## config.mk

```make
export PLATFORM = sky130hd
export DESIGN_NAME = ex_stage_flat
export DESIGN_NICKNAME = d
export VERILOG_FILES = /design/src/rtl/ex_pkg.sv /design/src/rtl/ex_stage_if.sv /design/src/rtl/mult_seq.sv /design/src/rtl/ex_stage.sv /design/src/flat_wrapper.sv
export SDC_FILE = /design/constraint.sdc
export NUM_CORES = 1
export LEC_CHECK = 0
export BUFFER_PORTS_ARGS = -buffer_cell sky130_fd_sc_hd__buf_2
export CAP_MARGIN = 20
export CORE_MARGIN = 5
export CORE_UTILIZATION = 55
export CTS_BUF_LIST = sky130_fd_sc_hd__clkbuf_8
export DETAILED_ROUTE_END_ITERATION = 6
export HOLD_SLACK_MARGIN = 0.03
export PLACE_DENSITY = 0.8
export SLEW_MARGIN = 25
export SYNTH_ARGS = -nofsm -noshare
export SYNTH_HDL_FRONTEND = slang
export SYNTH_SLANG_ARGS = --single-unit
```

## constraint.sdc

```tcl
create_clock -name clk -period 8.6 [get_ports clk]
set_input_delay 0.86 -clock clk [delete_from_list [all_inputs] [get_ports clk]]
set_output_delay 0.86 -clock clk [all_outputs]
set_load 0.03 [all_outputs]
```

## src/rtl/ex_pkg.sv

```systemverilog
// Shared encodings for the MIPS execute stage: ALU op codes, forward selects and
// the multiplier FSM state type.
package ex_pkg;

    typedef enum logic [3:0] {
        AluAnd   = 4'h0,
        AluOr    = 4'h1,
        AluAdd   = 4'h2,
        AluSll   = 4'h3,
        AluSrl   = 4'h4,
        AluSra   = 4'h5,
        AluSub   = 4'h6,
        AluSlt   = 4'h7,
        AluMfhi  = 4'h8,
        AluMflo  = 4'h9,
        AluMult  = 4'hA,
        AluMultu = 4'hB,
        AluNor   = 4'hC
    } alu_op_e;

    localparam logic [1:0] FwdId  = 2'b00;
    localparam logic [1:0] FwdWb  = 2'b01;
    localparam logic [1:0] FwdMem = 2'b10;

    typedef enum logic [1:0] {
        MulIdle,
        MulBusy,
        MulDone
    } mul_state_e;

endpackage

```

## src/rtl/ex_stage_if.sv

```systemverilog
// ID/EX inputs and EX/MEM outputs of the execute stage; master drives the
// upstream side, slave is the execute stage itself.
interface ex_stage_if #(
    parameter int unsigned WIDTH = 32
);
    logic [WIDTH-1:0] rs_data;
    logic [WIDTH-1:0] rt_data;
    logic [WIDTH-1:0] imm_ext;
    logic [4:0]       shamt;
    logic [3:0]       alu_ctrl;
    logic             alu_src;
    logic             reg_dst;
    logic [4:0]       rt_ex;
    logic [4:0]       rd_ex;
    logic             regWrite_ex;
    logic             memRead_ex;
    logic             memWrite_ex;
    logic             memToReg_ex;
    logic [1:0]       forwardA;
    logic [1:0]       forwardB;
    logic [WIDTH-1:0] wb_data;

    logic [WIDTH-1:0] alu_result_mem;
    logic [WIDTH-1:0] store_data_mem;
    logic [4:0]       rd_mem;
    logic             regWrite_mem;
    logic             memRead_mem;
    logic             memWrite_mem;
    logic             memToReg_mem;
    logic             zero_mem;
    logic             stall_ex;
    logic [WIDTH-1:0] hi;
    logic [WIDTH-1:0] lo;

    modport master (
        output rs_data, rt_data, imm_ext, shamt, alu_ctrl, alu_src, reg_dst, rt_ex, rd_ex,
               regWrite_ex, memRead_ex, memWrite_ex, memToReg_ex, forwardA, forwardB, wb_data,
        input  alu_result_mem, store_data_mem, rd_mem, regWrite_mem, memRead_mem,
               memWrite_mem, memToReg_mem, zero_mem, stall_ex, hi, lo
    );

    modport slave (
        input  rs_data, rt_data, imm_ext, shamt, alu_ctrl, alu_src, reg_dst, rt_ex, rd_ex,
               regWrite_ex, memRead_ex, memWrite_ex, memToReg_ex, forwardA, forwardB, wb_data,
        output alu_result_mem, store_data_mem, rd_mem, regWrite_mem, memRead_mem,
               memWrite_mem, memToReg_mem, zero_mem, stall_ex, hi, lo
    );

endinterface

```

## src/rtl/mult_seq.sv

```systemverilog
// Sequential shift-add multiplier: one add/shift step per cycle on magnitudes,
// sign restored on the 64-bit product.
module mult_seq
    import ex_pkg::*;
#(
    parameter int unsigned WIDTH      = 32,
    parameter int unsigned MUL_CYCLES = 32
) (
    input  logic               clk,
    input  logic               rst_n,
    input  logic               i_start,
    input  logic               i_signed,
    input  logic [WIDTH-1:0]   i_op_a,
    input  logic [WIDTH-1:0]   i_op_b,
    output logic               o_busy,
    output logic               o_done,
    output logic [2*WIDTH-1:0] o_product
);
    localparam int unsigned    CntW    = (MUL_CYCLES > 1) ? $clog2(MUL_CYCLES) : 1;
    localparam logic [CntW-1:0] LastCnt = CntW'(MUL_CYCLES - 1);

    mul_state_e         r_state;
    mul_state_e         w_state_d;
    logic [CntW-1:0]    r_cnt;
    logic [WIDTH-1:0]   r_mcand;
    logic [2*WIDTH-1:0] r_prod;
    logic               r_neg;
    logic [WIDTH-1:0]   w_abs_a;
    logic [WIDTH-1:0]   w_abs_b;
    logic [WIDTH-1:0]   w_addend;
    logic [WIDTH:0]     w_sum;

    always_ff @(posedge clk or negedge rst_n) begin
        if (!rst_n) begin
            r_state <= MulIdle;
        end else begin
            r_state <= w_state_d;
        end
    end

    always_comb begin
        w_state_d = r_state;
        o_busy    = 1'b1;
        o_done    = 1'b0;
        case (r_state)
            MulIdle: begin
                o_busy = 1'b0;
                if (i_start) w_state_d = MulBusy;
            end
            MulBusy: begin
                if (r_cnt == LastCnt) w_state_d = MulDone;
            end
            MulDone: begin
                o_done    = 1'b1;
                w_state_d = MulIdle;
            end
            default: w_state_d = MulIdle;
        endcase
    end

    assign w_abs_a  = (i_signed && i_op_a[WIDTH-1]) ? -i_op_a : i_op_a;
    assign w_abs_b  = (i_signed && i_op_b[WIDTH-1]) ? -i_op_b : i_op_b;
    // Upper half accumulates; the multiplier drains out of the lower half.
    assign w_addend = r_prod[0] ? r_mcand : '0;
    assign w_sum    = {1'b0, r_prod[2*WIDTH-1:WIDTH]} + {1'b0, w_addend};

    always_ff @(posedge clk or negedge rst_n) begin
        if (!rst_n) begin
            r_cnt   <= '0;
            r_mcand <= '0;
            r_prod  <= '0;
            r_neg   <= 1'b0;
        end else if (r_state == MulIdle && i_start) begin
            r_cnt   <= '0;
            r_mcand <= w_abs_a;
            r_prod  <= {{WIDTH{1'b0}}, w_abs_b};
            r_neg   <= i_signed && (i_op_a[WIDTH-1] ^ i_op_b[WIDTH-1]);
        end else if (r_state == MulBusy) begin
            r_cnt   <= r_cnt + 1'b1;
            r_prod  <= {w_sum, r_prod[WIDTH-1:1]};
        end
    end

    assign o_product = r_neg ? -r_prod : r_prod;

endmodule

```

## src/rtl/ex_stage.sv

```systemverilog
// MIPS execute stage: operand forwarding, single-cycle ALU, EX/MEM register and
// HI/LO owned by the sequential multiplier.
module ex_stage
    import ex_pkg::*;
#(
    parameter int unsigned WIDTH      = 32,
    parameter int unsigned MUL_CYCLES = 32
) (
    input logic       clk,
    input logic       rst_n,
    ex_stage_if.slave bus
);
    logic [WIDTH-1:0]   w_op_a;
    logic [WIDTH-1:0]   w_fwd_b;
    logic [WIDTH-1:0]   w_op_b;
    logic [WIDTH-1:0]   w_alu_res;
    logic [2*WIDTH-1:0] w_product;
    logic               w_is_mul;
    logic               w_mul_start;
    logic               w_mul_signed;
    logic               w_mul_busy;
    logic               w_mul_done;
    logic               w_stall;

    logic [WIDTH-1:0]   r_result;
    logic [WIDTH-1:0]   r_store;
    logic [WIDTH-1:0]   r_hi;
    logic [WIDTH-1:0]   r_lo;
    logic [4:0]         r_rd;
    logic               r_reg_write;
    logic               r_mem_read;
    logic               r_mem_write;
    logic               r_mem_to_reg;
    logic               r_zero;

    always_comb begin
        case (bus.forwardA)
            FwdWb:   w_op_a = bus.wb_data;
            FwdMem:  w_op_a = r_result;
            default: w_op_a = bus.rs_data;
        endcase
        case (bus.forwardB)
            FwdWb:   w_fwd_b = bus.wb_data;
            FwdMem:  w_fwd_b = r_result;
            default: w_fwd_b = bus.rt_data;
        endcase
        w_op_b = bus.alu_src ? bus.imm_ext : w_fwd_b;
    end

    always_comb begin
        w_alu_res = '0;
        case (bus.alu_ctrl)
            AluAnd:  w_alu_res = w_op_a & w_op_b;
            AluOr:   w_alu_res = w_op_a | w_op_b;
            AluNor:  w_alu_res = ~(w_op_a | w_op_b);
            AluAdd:  w_alu_res = w_op_a + w_op_b;
            AluSub:  w_alu_res = w_op_a - w_op_b;
            AluSlt:  w_alu_res = {{(WIDTH-1){1'b0}}, $signed(w_op_a) < $signed(w_op_b)};
            AluSll:  w_alu_res = w_fwd_b << bus.shamt;
            AluSrl:  w_alu_res = w_fwd_b >> bus.shamt;
            AluSra:  w_alu_res = $unsigned($signed(w_fwd_b) >>> bus.shamt);
            AluMfhi: w_alu_res = r_hi;
            AluMflo: w_alu_res = r_lo;
            default: w_alu_res = '0;
        endcase
    end

    assign w_is_mul     = (bus.alu_ctrl == AluMult) || (bus.alu_ctrl == AluMultu);
    assign w_mul_signed = (bus.alu_ctrl == AluMult);
    assign w_mul_start  = w_is_mul && !w_mul_busy;
    // Any instruction seen while the multiplier is active (or issuing) waits.
    assign w_stall      = w_mul_busy || w_is_mul;

    mult_seq #(
        .WIDTH      (WIDTH),
        .MUL_CYCLES (MUL_CYCLES)
    ) u_mult_seq (
        .clk       (clk),
        .rst_n     (rst_n),
        .i_start   (w_mul_start),
        .i_signed  (w_mul_signed),
        .i_op_a    (w_op_a),
        .i_op_b    (w_op_b),
        .o_busy    (w_mul_busy),
        .o_done    (w_mul_done),
        .o_product (w_product)
    );

    always_ff @(posedge clk or negedge rst_n) begin
        if (!rst_n) begin
            r_result     <= '0;
            r_store      <= '0;
            r_rd         <= '0;
            r_reg_write  <= 1'b0;
            r_mem_read   <= 1'b0;
            r_mem_write  <= 1'b0;
            r_mem_to_reg <= 1'b0;
            r_zero       <= 1'b0;
        end else if (w_stall) begin
            // Bubble: data fields hold, only the control bits are cleared.
            r_reg_write  <= 1'b0;
            r_mem_read   <= 1'b0;
            r_mem_write  <= 1'b0;
            r_mem_to_reg <= 1'b0;
        end else begin
            r_result     <= w_alu_res;
            r_store      <= w_fwd_b;
            r_rd         <= bus.reg_dst ? bus.rd_ex : bus.rt_ex;
            r_reg_write  <= bus.regWrite_ex;
            r_mem_read   <= bus.memRead_ex;
            r_mem_write  <= bus.memWrite_ex;
            r_mem_to_reg <= bus.memToReg_ex;
            r_zero       <= (w_alu_res == '0);
        end
    end

    always_ff @(posedge clk or negedge rst_n) begin
        if (!rst_n) begin
            r_hi <= '0;
            r_lo <= '0;
        end else if (w_mul_done) begin
            r_hi <= w_product[2*WIDTH-1:WIDTH];
            r_lo <= w_product[WIDTH-1:0];
        end
    end

    assign bus.alu_result_mem = r_result;
    assign bus.store_data_mem = r_store;
    assign bus.rd_mem         = r_rd;
    assign bus.regWrite_mem   = r_reg_write;
    assign bus.memRead_mem    = r_mem_read;
    assign bus.memWrite_mem   = r_mem_write;
    assign bus.memToReg_mem   = r_mem_to_reg;
    assign bus.zero_mem       = r_zero;
    assign bus.stall_ex       = w_stall;
    assign bus.hi             = r_hi;
    assign bus.lo             = r_lo;

endmodule

```

## src/flat_wrapper.sv

```systemverilog
// flat-port wrapper written by rule: the top's interface ports become plain ports
module ex_stage_flat import ex_pkg::*;
#(
    parameter int unsigned WIDTH      = 32,
    parameter int unsigned MUL_CYCLES = 32
)
  (clk, rst_n, bus_rs_data, bus_rt_data, bus_imm_ext, bus_shamt, bus_alu_ctrl, bus_alu_src, bus_reg_dst, bus_rt_ex, bus_rd_ex, bus_regWrite_ex, bus_memRead_ex, bus_memWrite_ex, bus_memToReg_ex, bus_forwardA, bus_forwardB, bus_wb_data, bus_alu_result_mem, bus_store_data_mem, bus_rd_mem, bus_regWrite_mem, bus_memRead_mem, bus_memWrite_mem, bus_memToReg_mem, bus_zero_mem, bus_stall_ex, bus_hi, bus_lo);
  ex_stage_if #(.WIDTH(WIDTH)) bus_i ();
  input logic clk;
  input logic rst_n;
  input wire logic [$bits(bus_i.rs_data)-1:0] bus_rs_data;
  input wire logic [$bits(bus_i.rt_data)-1:0] bus_rt_data;
  input wire logic [$bits(bus_i.imm_ext)-1:0] bus_imm_ext;
  input wire logic [$bits(bus_i.shamt)-1:0] bus_shamt;
  input wire logic [$bits(bus_i.alu_ctrl)-1:0] bus_alu_ctrl;
  input wire logic [$bits(bus_i.alu_src)-1:0] bus_alu_src;
  input wire logic [$bits(bus_i.reg_dst)-1:0] bus_reg_dst;
  input wire logic [$bits(bus_i.rt_ex)-1:0] bus_rt_ex;
  input wire logic [$bits(bus_i.rd_ex)-1:0] bus_rd_ex;
  input wire logic [$bits(bus_i.regWrite_ex)-1:0] bus_regWrite_ex;
  input wire logic [$bits(bus_i.memRead_ex)-1:0] bus_memRead_ex;
  input wire logic [$bits(bus_i.memWrite_ex)-1:0] bus_memWrite_ex;
  input wire logic [$bits(bus_i.memToReg_ex)-1:0] bus_memToReg_ex;
  input wire logic [$bits(bus_i.forwardA)-1:0] bus_forwardA;
  input wire logic [$bits(bus_i.forwardB)-1:0] bus_forwardB;
  input wire logic [$bits(bus_i.wb_data)-1:0] bus_wb_data;
  output wire logic [$bits(bus_i.alu_result_mem)-1:0] bus_alu_result_mem;
  output wire logic [$bits(bus_i.store_data_mem)-1:0] bus_store_data_mem;
  output wire logic [$bits(bus_i.rd_mem)-1:0] bus_rd_mem;
  output wire logic [$bits(bus_i.regWrite_mem)-1:0] bus_regWrite_mem;
  output wire logic [$bits(bus_i.memRead_mem)-1:0] bus_memRead_mem;
  output wire logic [$bits(bus_i.memWrite_mem)-1:0] bus_memWrite_mem;
  output wire logic [$bits(bus_i.memToReg_mem)-1:0] bus_memToReg_mem;
  output wire logic [$bits(bus_i.zero_mem)-1:0] bus_zero_mem;
  output wire logic [$bits(bus_i.stall_ex)-1:0] bus_stall_ex;
  output wire logic [$bits(bus_i.hi)-1:0] bus_hi;
  output wire logic [$bits(bus_i.lo)-1:0] bus_lo;
  assign bus_i.rs_data = bus_rs_data;
  assign bus_i.rt_data = bus_rt_data;
  assign bus_i.imm_ext = bus_imm_ext;
  assign bus_i.shamt = bus_shamt;
  assign bus_i.alu_ctrl = bus_alu_ctrl;
  assign bus_i.alu_src = bus_alu_src;
  assign bus_i.reg_dst = bus_reg_dst;
  assign bus_i.rt_ex = bus_rt_ex;
  assign bus_i.rd_ex = bus_rd_ex;
  assign bus_i.regWrite_ex = bus_regWrite_ex;
  assign bus_i.memRead_ex = bus_memRead_ex;
  assign bus_i.memWrite_ex = bus_memWrite_ex;
  assign bus_i.memToReg_ex = bus_memToReg_ex;
  assign bus_i.forwardA = bus_forwardA;
  assign bus_i.forwardB = bus_forwardB;
  assign bus_i.wb_data = bus_wb_data;
  assign bus_alu_result_mem = bus_i.alu_result_mem;
  assign bus_store_data_mem = bus_i.store_data_mem;
  assign bus_rd_mem = bus_i.rd_mem;
  assign bus_regWrite_mem = bus_i.regWrite_mem;
  assign bus_memRead_mem = bus_i.memRead_mem;
  assign bus_memWrite_mem = bus_i.memWrite_mem;
  assign bus_memToReg_mem = bus_i.memToReg_mem;
  assign bus_zero_mem = bus_i.zero_mem;
  assign bus_stall_ex = bus_i.stall_ex;
  assign bus_hi = bus_i.hi;
  assign bus_lo = bus_i.lo;
  ex_stage #(.WIDTH(WIDTH), .MUL_CYCLES(MUL_CYCLES)) u_core (.clk(clk), .rst_n(rst_n), .bus(bus_i));
endmodule
```

==> summary.md <==
| Metric | Value |
|---|---|
| Row cnt | 79 |
| Compound-cell area share of the yosys netlist | 29.8% |
| Register Area | 6060 um^2 |
| Simple-gate share of the synthesized area | 19.9% |
| Async SR Flop Fraction | 100% |
| Yosys warnings | 0 |
| Switching share of power | 51.1% |
| Total number of vias | 29,300 |
| Met3 wirelength from detailed routing | 15.2 mm |
| GRT Residual Overflow | 0 |
| Post-synth EDFFs | 0 |
| Sequential share of power | 28.6% |
| Area growth, synth to finish | 11.4% |
| Critical Path Source Type | primary input |
| Failing checks | DRC |
| Main combinational cell family by area after synthesis | compound AO/OA/AOI/OAI gates |
| Fin Setup TNS | 0 ps |
| Num ports | 298 |
| RSZ-0062 raised after global routing | no |
| Clk_skew | 88.8 ps |
| Max-cap violations | 0 |
| Area of the multi-input gates | 18,500 um^2 |
| Buffers on Ports | 297 |
| DP HPWL | 94.5 mm |
| Status | finished, violations left |
| Kind of critical path | in -> reg |
| Synth area leader | dfrtp_1 |
| Vias/cell | 7.14 |
| FF-to-FF setup slack | 2420 ps |
| Global-route wire length before repair | 177 mm |
| Distinct cells, synth | 93 |
| Clock-pin slew on the worst setup and hold paths | 80 ps |
| GRT Overall Usage | 45.6% |
| Nets@finish | 3,763 |
| Area contributors post-synth | dfrtp_1 (23%), o21ai_0 (7.1%), ha_1 (6.6%) |
| Logic pwr share | 53.7% |
| Clk buf depth | 3 |
| Register-to-Register Path Depth | 19 |
| Area fraction of the dominant cell type after synthesis | 23.5% |
| Hold Fails Final Rpt | 0 |
| Reg2reg start | u_core.bus.alu_result_mem[0]$_DFFE_PN0N_ |
| Initial Utilization | 55.5% |
| Total clock sinks | 242 |
| Slew Viols, Final | 0 |
| Xor/xnor cell area share of the yosys netlist | 5.47% |
| Syn Std Cell Area | 25,800 um^2 |
| Worst EP required | 9230 ps |
| Antenna violations before repair | 3 |
| Tcrit/Tclk final | 79.8% |
| Total CTS buffers | 46 |
| DIE HEIGHT | 227 um |
| Post-CTS Setup Inserts | 0 |
| CP Max Fanout | 27 |
| Yosys reg bits | 242 |
| Post-CTS Resized | 0 |
| Syn avg cell area | 7.85 um^2 |
| Seq/Total Area, Yosys | 23.5% |
| Wire length on met1 | 46.5 mm |
| Max Clk Rate | 146 MHz |
| DRT antenna net count | 0 |
| Arrival @ worst endpoint | 7490 ps |
| CORE AREA | 46,500 um^2 |
| Routed length on met2 | 52.3 mm |
| Depth of the CTS H-tree | 2 |
| Adder-cell share of the synthesized area | 6.88% |
| Vias in the first global route | 27,400 |
| ANT cells | 0 |
| CTS tree | built |
| Tmin final | 6860 ps |
| P_int | 3.54 mW |
| Max VDD drop | 0.000263 V |
| Reg-to-Reg End | u_core.bus.zero_mem$_DFFE_PN0N_ |
| Share of cells above drive strength 1 | 16.9% |
| # DRC | 6 |
| Design Area, Final | 28,700 um^2 |
| Worst skew pair latency | 720 ps |
| Placed cell area | 27,700 um^2 |
| Pwr/cell area | 252 nW/um^2 |
| Critical Path Sink Type | flip-flop |
| Post-synth top flop | dfrtp_1 |
| Top sig layer | met5 |
| Multiplexer area fraction after synthesis | 9.40% |
| Synth Instances | 3,286 |
| Leak pwr | 12.7 nW |
| Net Sw Power | 3.70 mW |
| Number of fill cells in the layout | 4,137 |
| Post-Syn Nets | 3,585 |
| Drt total wl | 122 mm |
| Final Wtd Congestion | 1.10 |
| Drt first-iter violations | 5,122 |
| Worst hold slack | 210 ps |
| Slew HR | 19.7% |
| Largest net degree at the start of global routing | 156 |
| Hold-fix buffers, CTS | 0 |
| Part of the power in the clock network | 17.7% |
| Final setup fails | 0 |
| Die Area | 51,300 um^2 |
| Chip width | 227 um |
| WL/cell | 29.8 um |
| Slew @ Worst Pin | 1190 ps |
| Root Buffer | clkbuf_8 |
| Drt first pass iters | 7 |
| Hold Path Class | in -> async |
## area by class of cell
class,count,share of cell area (%)
clock buffer,61,2.92
clock inverter,20,0.584
inverter,118,1.54
timing repair buffer,359,6.86
tap,607,2.64
sequential,242,21.1
multi-input combinational,2697,64.4
## state kept, by name (all words and copies together) (netlist names), 5 cells and up
| signal | cells |
|---|---|
| u_core.u_mult_seq.r_prod | 64 |
| u_core.bus.alu_result_mem | 32 |
| u_core.bus.hi | 32 |
| u_core.bus.lo | 32 |
| u_core.bus.store_data_mem | 32 |
| u_core.u_mult_seq.r_mcand | 32 |
| u_core.bus.rd_mem | 5 |
| u_core.u_mult_seq.r_cnt | 5 |
## worst max path at each step
stage                                                  to             from  cells after the start
after floorplan           u_core.bus.zero_mem$_DFFE_PN0N_  bus_forwardA[0]                     22
after global placement    u_core.bus.zero_mem$_DFFE_PN0N_  bus_forwardB[0]                     20
after detailed placement  u_core.bus.zero_mem$_DFFE_PN0N_  bus_forwardB[0]                     20
after CTS                 u_core.bus.zero_mem$_DFFE_PN0N_  bus_forwardB[0]                     20
after global routing      u_core.bus.zero_mem$_DFFE_PN0N_  bus_forwardB[0]                     20
final                     u_core.bus.zero_mem$_DFFE_PN0N_  bus_forwardB[0]                     20
## worst max-delay path, cell delays in order
cell and delay [ps]:
buf_2 100, inv_1 40, ha_2 670, buf_4 370
a221oi_2 90, or2_2 340, o21ai_0 610, inv_1 160
ha_1 480, nor2b_1 90, o21ai_0 390, a311oi_1 180
o311ai_0 860, a31oi_1 360, a221oi_1 460, nand4b_1 150
or4_1 420, nor4_1 510, nand4_1 170, o21ai_1 160
## cells in the mapped netlist, types with 15 or more instances
library cell and n:
nand2_1 379, o21ai_0 364, dfrtp_1 242, nor2_1 226, a21oi_1 199, clkbuf_1 184
ha_1 137, inv_1 112, nor3_1 92, xnor2_1 86, a22oi_1 79, xor2_1 75
mux2i_1 71, mux4_2 63, nand3_1 61, o31ai_1 58, and2_1 50, a22o_1 43
o211ai_1 41, a221oi_1 40, a31oi_1 35, nand2b_1 34, nor2b_1 34, a211oi_1 30
a21o_1 29, and3_1 29, buf_1 29, nor4_1 29, or2_2 27, mux2_2 26
o21a_1 23, or3_1 22, o21ai_1 21, o22ai_1 21, a211o_1 19, o21bai_1 19
a2111oi_0 16, a221o_1 15, o41ai_1 15
## cells by family after synthesis
logic type,after synthesis
xor+xnor,161
buf+inv,347
fa+ha+maj,140
flops,242
mux,160
simple gates,1064
compound gates,1172
## cell usage in the layout (no fill, tap or decap), types with 15 or more instances in the layout
| cell | netlist | layout |
|---|---|---|
| a2111oi_0 | 16 | 15 |
| a211o_1 | 19 | 19 |
| a211oi_1 | 30 | 30 |
| a21o_1 | 29 | 29 |
| a21oi_1 | 199 | 199 |
| a221o_1 | 15 | 15 |
| a221oi_1 | 40 | 40 |
| a22o_1 | 43 | 43 |
| a22oi_1 | 79 | 79 |
| a31oi_1 | 35 | 35 |
| and2_1 | 50 | 50 |
| and3_1 | 29 | 29 |
| buf_2 | 14 | 296 |
| buf_4 | 2 | 60 |
| clkbuf_8 | 0 | 61 |
| dfrtp_1 | 242 | 241 |
| ha_1 | 137 | 134 |
| inv_1 | 112 | 120 |
| mux2_2 | 26 | 26 |
| mux2i_1 | 71 | 71 |
| mux4_2 | 63 | 63 |
| nand2_1 | 379 | 378 |
| nand2b_1 | 34 | 32 |
| nand3_1 | 61 | 60 |
| nor2_1 | 226 | 225 |
| nor2b_1 | 34 | 33 |
| nor3_1 | 92 | 91 |
| nor4_1 | 29 | 28 |
| o211ai_1 | 41 | 41 |
| o21a_1 | 23 | 23 |
| o21ai_0 | 364 | 353 |
| o21ai_1 | 21 | 32 |
| o21bai_1 | 19 | 19 |
| o22ai_1 | 21 | 21 |
| o31ai_1 | 58 | 58 |
| o41ai_1 | 15 | 15 |
| or2_2 | 27 | 27 |
| or3_1 | 22 | 22 |
| xnor2_1 | 86 | 86 |
| xor2_1 | 75 | 75 |
## power groups by stage
stage          Combinational, mW  Clock, mW  Sequential, mW
6_report                    3.89       1.28            2.07
5_1_grt                     4.16       1.33            2.09
3_5_place_dp                3.74          0            2.04
3_3_place_gp                3.70          0            2.03
2_1_floorplan               2.29          0            2.18
4_1_cts                     3.77       1.28            2.03
## through the flow
| stage | utilization [%] | setup WS (ps) | std cells | power (mW) |
|---|---|---|---|---|
| 6_report | 61.8 | 1740 | 4104 | 7.24 |
| 5_1_grt | 61.8 | 1440 | 4104 | 7.58 |
| 4_1_cts | 61.8 | 1970 | 4103 | 7.08 |
| 3_5_place_dp | 59.7 | 1260 | 4022 | 5.78 |
| 3_3_place_gp | 59.7 | 1490 | 4022 | 5.72 |
| 2_1_floorplan | - | 2710 | 3286 | 4.47 |
## per-layer routing
layer	global-route usage [%]	up-vias
met1	60.1	13900
met2	68.8	2230
met3	12.9	518
met5	0	-
li1	-	12600
met4	23.4	4
(Power assumes the default switching activity.)
